$ cat config.mk
export PLATFORM = sky130hd
export DESIGN_NAME = ff_adc_sequencer_flat
export DESIGN_NICKNAME = d
export VERILOG_FILES = /design/src/rtl/ff_adc_sequencer_if.sv /design/src/rtl/ff_adc_sequencer.sv /design/src/flat_wrapper.sv
export SDC_FILE = /design/constraint.sdc
export NUM_CORES = 1
export LEC_CHECK = 0
export CAP_MARGIN = 20
export CORE_MARGIN = 1
export CORE_UTILIZATION = 30
export DETAILED_ROUTE_END_ITERATION = 8
export SYNTH_ARGS = -nofsm -noshare
export SYNTH_HDL_FRONTEND = slang
export SYNTH_SLANG_ARGS = --single-unit
$ cat constraint.sdc
create_clock -name MCLK -period 2.75 [get_ports MCLK]
set_input_delay 0.55 -clock MCLK [delete_from_list [all_inputs] [get_ports MCLK]]
set_output_delay 0.55 -clock MCLK [all_outputs]
set_load 0.03 [all_outputs]
$ cat src/rtl/ff_adc_sequencer_if.sv
// CPU-side bus of the stick ADC sequencer: analog inputs, start strobe and result readback.
interface ff_adc_sequencer_if;
  logic [31:0] AIN;
  logic        WR_START;
  logic [2:0]  WR_CH;
  logic [7:0]  DOUT;
  logic        EOC;
  logic        BUSY;
  logic [2:0]  CH_OUT;

  // Stick sources and CPU drive the inputs and read the result.
  modport master (
    output AIN,
    output WR_START,
    output WR_CH,
    input  DOUT,
    input  EOC,
    input  BUSY,
    input  CH_OUT
  );

  // Sequencer side.
  modport slave (
    input  AIN,
    input  WR_START,
    input  WR_CH,
    output DOUT,
    output EOC,
    output BUSY,
    output CH_OUT
  );
endinterface

$ cat src/rtl/ff_adc_sequencer.sv
// ADC0809-style sequencer: a start latches a channel, the next cycle samples and holds it,
// then a fixed-length countdown runs before the held value is published with EOC.
module ff_adc_sequencer #(
  parameter int unsigned CONV_CYCLES = 4800
) (
  input  logic                 MCLK,
  input  logic                 RESET_N,
  ff_adc_sequencer_if.slave    bus
);

  typedef enum logic [1:0] {StIdle, StSample, StConvert} state_e;

  localparam logic [15:0] CntLoad = 16'(CONV_CYCLES - 1);

  state_e      state_q, state_d;
  logic [2:0]  ch_q, ch_d;
  logic [7:0]  hold_q, hold_d;
  logic [15:0] cnt_q, cnt_d;
  logic [7:0]  dout_q, dout_d;
  logic        eoc_q, eoc_d;
  logic        busy_q, busy_d;
  logic [7:0]  ain_sel;

  // Channel mux; channels 4..7 have no source and read as zero.
  always_comb begin
    ain_sel = 8'h00;
    if (!ch_q[2]) begin
      ain_sel = bus.AIN[{ch_q[1:0], 3'b000} +: 8];
    end
  end

  // Next-state logic; a start strobe overrides whatever the FSM is doing, including completion.
  always_comb begin
    state_d = state_q;
    ch_d    = ch_q;
    hold_d  = hold_q;
    cnt_d   = cnt_q;
    dout_d  = dout_q;
    eoc_d   = eoc_q;
    busy_d  = busy_q;
    if (bus.WR_START) begin
      ch_d    = bus.WR_CH;
      eoc_d   = 1'b0;
      busy_d  = 1'b1;
      state_d = StSample;
    end else begin
      case (state_q)
        StIdle: begin
        end
        StSample: begin
          hold_d  = ain_sel;
          cnt_d   = CntLoad;
          state_d = StConvert;
        end
        StConvert: begin
          if (cnt_q == 16'd0) begin
            dout_d  = hold_q;
            eoc_d   = 1'b1;
            busy_d  = 1'b0;
            state_d = StIdle;
          end else begin
            cnt_d = cnt_q - 16'd1;
          end
        end
        default: state_d = StIdle;
      endcase
    end
  end

  // State and datapath registers.
  always_ff @(posedge MCLK or negedge RESET_N) begin
    if (!RESET_N) begin
      state_q <= StIdle;
      ch_q    <= 3'd0;
      hold_q  <= 8'h00;
      cnt_q   <= 16'd0;
      dout_q  <= 8'h00;
      eoc_q   <= 1'b1;
      busy_q  <= 1'b0;
    end else begin
      state_q <= state_d;
      ch_q    <= ch_d;
      hold_q  <= hold_d;
      cnt_q   <= cnt_d;
      dout_q  <= dout_d;
      eoc_q   <= eoc_d;
      busy_q  <= busy_d;
    end
  end

  assign bus.DOUT   = dout_q;
  assign bus.EOC    = eoc_q;
  assign bus.BUSY   = busy_q;
  assign bus.CH_OUT = ch_q;

endmodule

$ cat src/flat_wrapper.sv
// flat-port wrapper written by rule: the top's interface ports become plain ports
module ff_adc_sequencer_flat 
#(
  parameter int unsigned CONV_CYCLES = 4800
)
  (MCLK, RESET_N, bus_AIN, bus_WR_START, bus_WR_CH, bus_DOUT, bus_EOC, bus_BUSY, bus_CH_OUT);
  ff_adc_sequencer_if bus_i ();
  input  logic MCLK;
  input  logic RESET_N;
  input wire logic [$bits(bus_i.AIN)-1:0] bus_AIN;
  input wire logic [$bits(bus_i.WR_START)-1:0] bus_WR_START;
  input wire logic [$bits(bus_i.WR_CH)-1:0] bus_WR_CH;
  output wire logic [$bits(bus_i.DOUT)-1:0] bus_DOUT;
  output wire logic [$bits(bus_i.EOC)-1:0] bus_EOC;
  output wire logic [$bits(bus_i.BUSY)-1:0] bus_BUSY;
  output wire logic [$bits(bus_i.CH_OUT)-1:0] bus_CH_OUT;
  assign bus_i.AIN = bus_AIN;
  assign bus_i.WR_START = bus_WR_START;
  assign bus_i.WR_CH = bus_WR_CH;
  assign bus_DOUT = bus_i.DOUT;
  assign bus_EOC = bus_i.EOC;
  assign bus_BUSY = bus_i.BUSY;
  assign bus_CH_OUT = bus_i.CH_OUT;
  ff_adc_sequencer #(.CONV_CYCLES(CONV_CYCLES)) u_core (.MCLK(MCLK), .RESET_N(RESET_N), .bus(bus_i));
endmodule
# After elaboration in Yosys (flattened, before gate mapping)

Cells that the tools add are included.

Add/subtract/negate cells: 1
Muxes and demuxes: 12
Order comparisons: 0
Shift operators: 1
$mul: 0
Div/mod/pow operators: 0
Bitwise operators: 1
Reductions and logical operators: 10
Eq/ne operators: 5

Operator list:

| operator                                                              | count |
|---|---|
| 16-bit case mux with 2 select lines                                   | 1 |
| 32-bit by 6-bit variable part select with 8-bit output                | 1 |
| 16-bit zero test                                                      | 1 |
| 16-bit two-way mux                                                    | 1 |
| 16-bit by 1-bit subtractor with 16-bit output (second input constant) | 1 |
| 8-bit two-way mux                                                     | 1 |
| 1-bit two-way mux                                                     | 6 |
| 2-bit case mux with 3 select lines                                    | 1 |
| 2-bit AND reduction                                                   | 3 |
| 3-bit AND reduction                                                   | 2 |
| 2-bit nonzero test                                                    | 3 |
| 2-bit two-way mux                                                     | 2 |
| 2-bit != test (second input constant)                                 | 2 |
| 3-bit by 2-bit != test with 1-bit output (second input constant)      | 1 |
| 2-bit by 1-bit == test with 1-bit output (second input constant)      | 1 |
| 2-bit == test (second input constant)                                 | 1 |
| 2-bit zero test                                                       | 1 |
| 1-bit inverter                                                        | 1 |

Memories kept: 0
Bits in latches: 0
Bits of input ports: 38
ROM bits: 0
Output and inout port bits: 13
Logic and storage cells: 37
RAM bits: 0
Register bits after elaboration: 39

# Depth between registers and ports, before layout

Depth in word-level cells: 4
Depth in mapped cells: 6
Gate-level depth less buffers: 6

# Worst setup path before layout

No wires, ideal clock.

Kind: register to register
Start: register u_core.cnt_q[12]
End: register u_core.cnt_q[0]
Data required time: 2.671 ns
Clock period less this slack: 2.044 ns
Cell stages (with the launch flop): 6
Path buffers: 1
Setup slack: 0.706 ns
Setup time: 0.079 ns
Arrival: 1.964 ns
Cells stage by stage: dfrtp_1 > or4_1 > buf_2 > or4b_4 > o21ai_2 > mux2i_1

Word-level cells in the longest chain between the ends: 3

Ends and longest elaborated chain:

| what                          | RTL line               | text |
|---|---|---|
| from (decl)                   | ff_adc_sequencer.sv:18 | `logic [15:0] cnt_q, cnt_d;` |
| from (signal assigned)        | ff_adc_sequencer.sv:84 | `cnt_q <= cnt_d;` |
| 16-bit zero test              | ff_adc_sequencer.sv:56 | `if (cnt_q == 16'd0) begin` |
| 2-bit != test (no line)       | n/a                    |  |
| 3-bit AND reduction (no line) | n/a                    |  |

No other way between the ends.
A chain may end at the register's enable or synchronous reset.

# Worst setup path in the final report

Start: register u_core.ch_q[0], in the netlist u_core.bus.CH_OUT[0]
End: output bus_CH_OUT[0]

RTL lines:

| what                   | RTL line               | text |
|---|---|---|
| from (decl)            | ff_adc_sequencer.sv:16 | `logic [2:0] ch_q, ch_d;` |
| from (signal assigned) | ff_adc_sequencer.sv:82 | `ch_q <= ch_d;` |
| to (decl)              | flat_wrapper.sv:16     | `output wire logic [$bits(bus_i.CH_OUT)-1:0] bus_CH_OUT;` |

No word-level cell between the ends.

==> results.md <==
- CP top delay family: buffers and inverters
- Largest net degree at the start of global routing: 40
- CP Launch Type: flip-flop
- Max Used Layer: met4
- Ys async rst share: 100%
- Leakage: 1.06 nW
- CP Buf/Inv Count: 1
- RSZ-0062 raised after global routing: no
- Design area: 2700 um^2
- Via count: 1,529
- Synth top area share: 47.7%
- CP endpoint kind: output port
- Mapped Cells: 168
- Final Util: 42.3%
- CTS tree: built
- Placement Rows: 29
- CTS Buffer Depth: 2
- I/O pins: 51
- Met2 Wirelength: 1.95 mm
- Critical path required time: 2.20 ns
- Drt first pass iters: 4
- Ys Warns: 0
- Tmin final: 2.29 ns
- Max incr delay on CP: 0.77 ns
- #FFs+latches synth: 39
- Antenna violations before repair: 0
- Final cell count without fillers: 299
- Total power: 1.30 mW
- Vias/cell: 5.11
- Final period util: 83.4%
- ANT cells: 0
- Hpwl dp: 3.11 mm
- Worst-path cell chain: clkdlybuf4s50_1
- Grt ovf: 0
- Placed inst area: 2580 um^2
- Pin slew with the least headroom to its limit: 0.850 ns
- Core Footprint: 6390 um^2
- FMAX: 0.436 GHz
- Clk_lat worst skew: 0.29 ns
- Max Clock Skew: 0.00444 ns
- Met3 wire length: 338 um
- Reg clk slew, reported paths: 0.07 ns
- Hold crit path type: input pin to async pin
- Wire per inst: 13.9 um
- Post-CTS sizing: 0
- EDFF count, synth: 0
- IO buf count: 50
- Total CTS buffers: 5
- Hold_ws: 0.363 ns
- Vias in the first global route: 1,480
- Sink Count: 39
- Post-Syn Nets: 207
- Max-slew violations: 0
- # Post-CTS Setup Buffers: 0
- Outcome: finished clean
- Global-route wire length before repair: 7.19 mm
- Initial cell density of the core: 31.2%
- Slew headroom: 43.3%
- Area Growth Syn to Fin: 35.6%
- Synth area leader: dfrtp_1
- Synth area leaders: dfrtp_1 48%, mux4_2 9.0%, mux2_2 6.2%
- Crit Path Class: flip-flop to output port
- Post-route antenna net violation count: 0
- CP max-delay cell: clkdlybuf4s50_1
- Root buffer cell: clkbuf_8
- Unique masters post-synth: 40
- Worst EP arrival: 1.74 ns
- Average cell area after synthesis: 11.9 um^2
- Setup-failing EPs final: 0
- Fin Setup TNS: 0 ns
- Pwr dens: 483 nW/um^2
- DRC viols: 0
- CP Max Fanout: 10
- Final GP Congestion: 0.806
- Sequential element share of the synthesized area: 49.1%
- Net count, final: 260
- Post-Place Setup Slack: 0.282 ns
- Height of the die: 83.5 um
- Die Area: 6970 um^2
- Top FF cell, synth: dfrtp_1
- Routed WL: 4.16 mm
- Total GRT Usage: 13.2%
- Max cap viols: 0
- H-tree levels: 2
- Iteration-0 DRC Markers: 59
- Dpl cells: 291
- Final worst slack: 0.456 ns
- Final hold vios: 0
- Die Wd: 83.5 um
- Synthesized cell area: 1990 um^2
- Layout cells sized above 1: 19.4%
- Met1 Wirelength: 1.81 mm
- Hold Buf Count CTS: 0
- Maximum vdd ir drop: 0.285 mV
kinds of logic after synthesis:
| kind of cell | after synthesis | share of synthesized area [%] |
|---|---|---|
| AOI/OAI and AO/OA | 31 | 10.9 |
| adders and majority gates | 1 | 0.628 |
| buffers and inverters | 13 | 2.51 |
| DFF | 39 | 49.1 |
| muxes | 27 | 19.3 |
| and+or+nand+nor | 57 | 17.7 |
flip-flops by register name, summed over array words and instances (netlist names):
register / cells
u_core.state_q: 2
u_core.bus.DOUT: 8
u_core.bus.EOC: 1
u_core.bus.CH_OUT: 3
u_core.bus.BUSY: 1
u_core.hold_q: 8
u_core.cnt_q: 16
power by group:
part / internal (mW) / switching [mW] / total (mW) / leakage [nW]
registers: 0.606 / 0.0343 / 0.640 / 0.474
logic: 0.113 / 0.0574 / 0.171 / 0.526
clock network: 0.293 / 0.199 / 0.492 / 0.0612
placed cells by master (no fill, tap or decap), types with 2 or more instances in the layout:
cell / instances
inv_1: 5
o21ai_1: 2
clkbuf_8: 6
clkdlybuf4s50_1: 49
mux2i_1: 8
or3b_2: 3
nor2_1: 11
nor4_1: 6
a21oi_1: 7
nand4_1: 2
dfrtp_1: 38
nand2_1: 7
nor3_1: 7
mux2_2: 11
o31ai_1: 3
o2111ai_1: 3
mux4_2: 8
buf_4: 4
and2_1: 2
or3_1: 4
a22o_1: 8
nand3_1: 3
o21ai_0: 4
path summary, 6_finish.rpt:
| check | startpoint | slack [ns] | end | depth (start not counted) |
|---|---|---|---|---|
| max | u_core.bus.CH_OUT[0] | 0.46 | bus_CH_OUT[0] | 1 |
| min | RESET_N | 0.36 | u_core.bus.DOUT[1] | 1 |
| max reg2reg | u_core.cnt_q[12] | 0.47 | u_core.cnt_q[1] | 4 |
| min reg2reg | u_core.bus.EOC | 0.48 | u_core.bus.EOC | 2 |
| max in group asynchronous | RESET_N | 1.86 | u_core.hold_q[4] | 1 |
| min in group MCLK | u_core.bus.EOC | 0.48 | u_core.bus.EOC | 2 |
cells in the mapped netlist (2+ instances only):
master,count
a21oi_1,7
a22o_1,8
and2_1,2
clkbuf_1,7
dfrtp_1,38
inv_1,5
mux2_2,11
mux2i_1,8
mux4_2,8
nand2_1,7
nand3_1,3
nand4_1,2
nor2_1,11
nor3_1,7
nor4_1,6
o2111ai_1,3
o21ai_0,4
o21ai_1,2
o31ai_1,3
or3_1,4
or3b_2,3
layout make-up:
| class | instances | area [um^2] |
|---|---|---|
| repair buffers | 54 | 526 |
| clock inverters | 2 | 35.0 |
| flip-flops and latches | 39 | 977 |
| inverters | 5 | 18.8 |
| multi-input cells | 116 | 965 |
| well taps | 77 | 96.3 |
| clock buffers | 6 | 82.6 |
| fillers | 651 | 3690 |
layer usage:
metal	vias to the layer above	global-route usage [%]
met5	-	0
li1	747	-
met2	61	20.6
met4	0	5.08
met3	5	5.24
met1	716	16.5
Note: power is estimated with default switching activity, not from simulation.
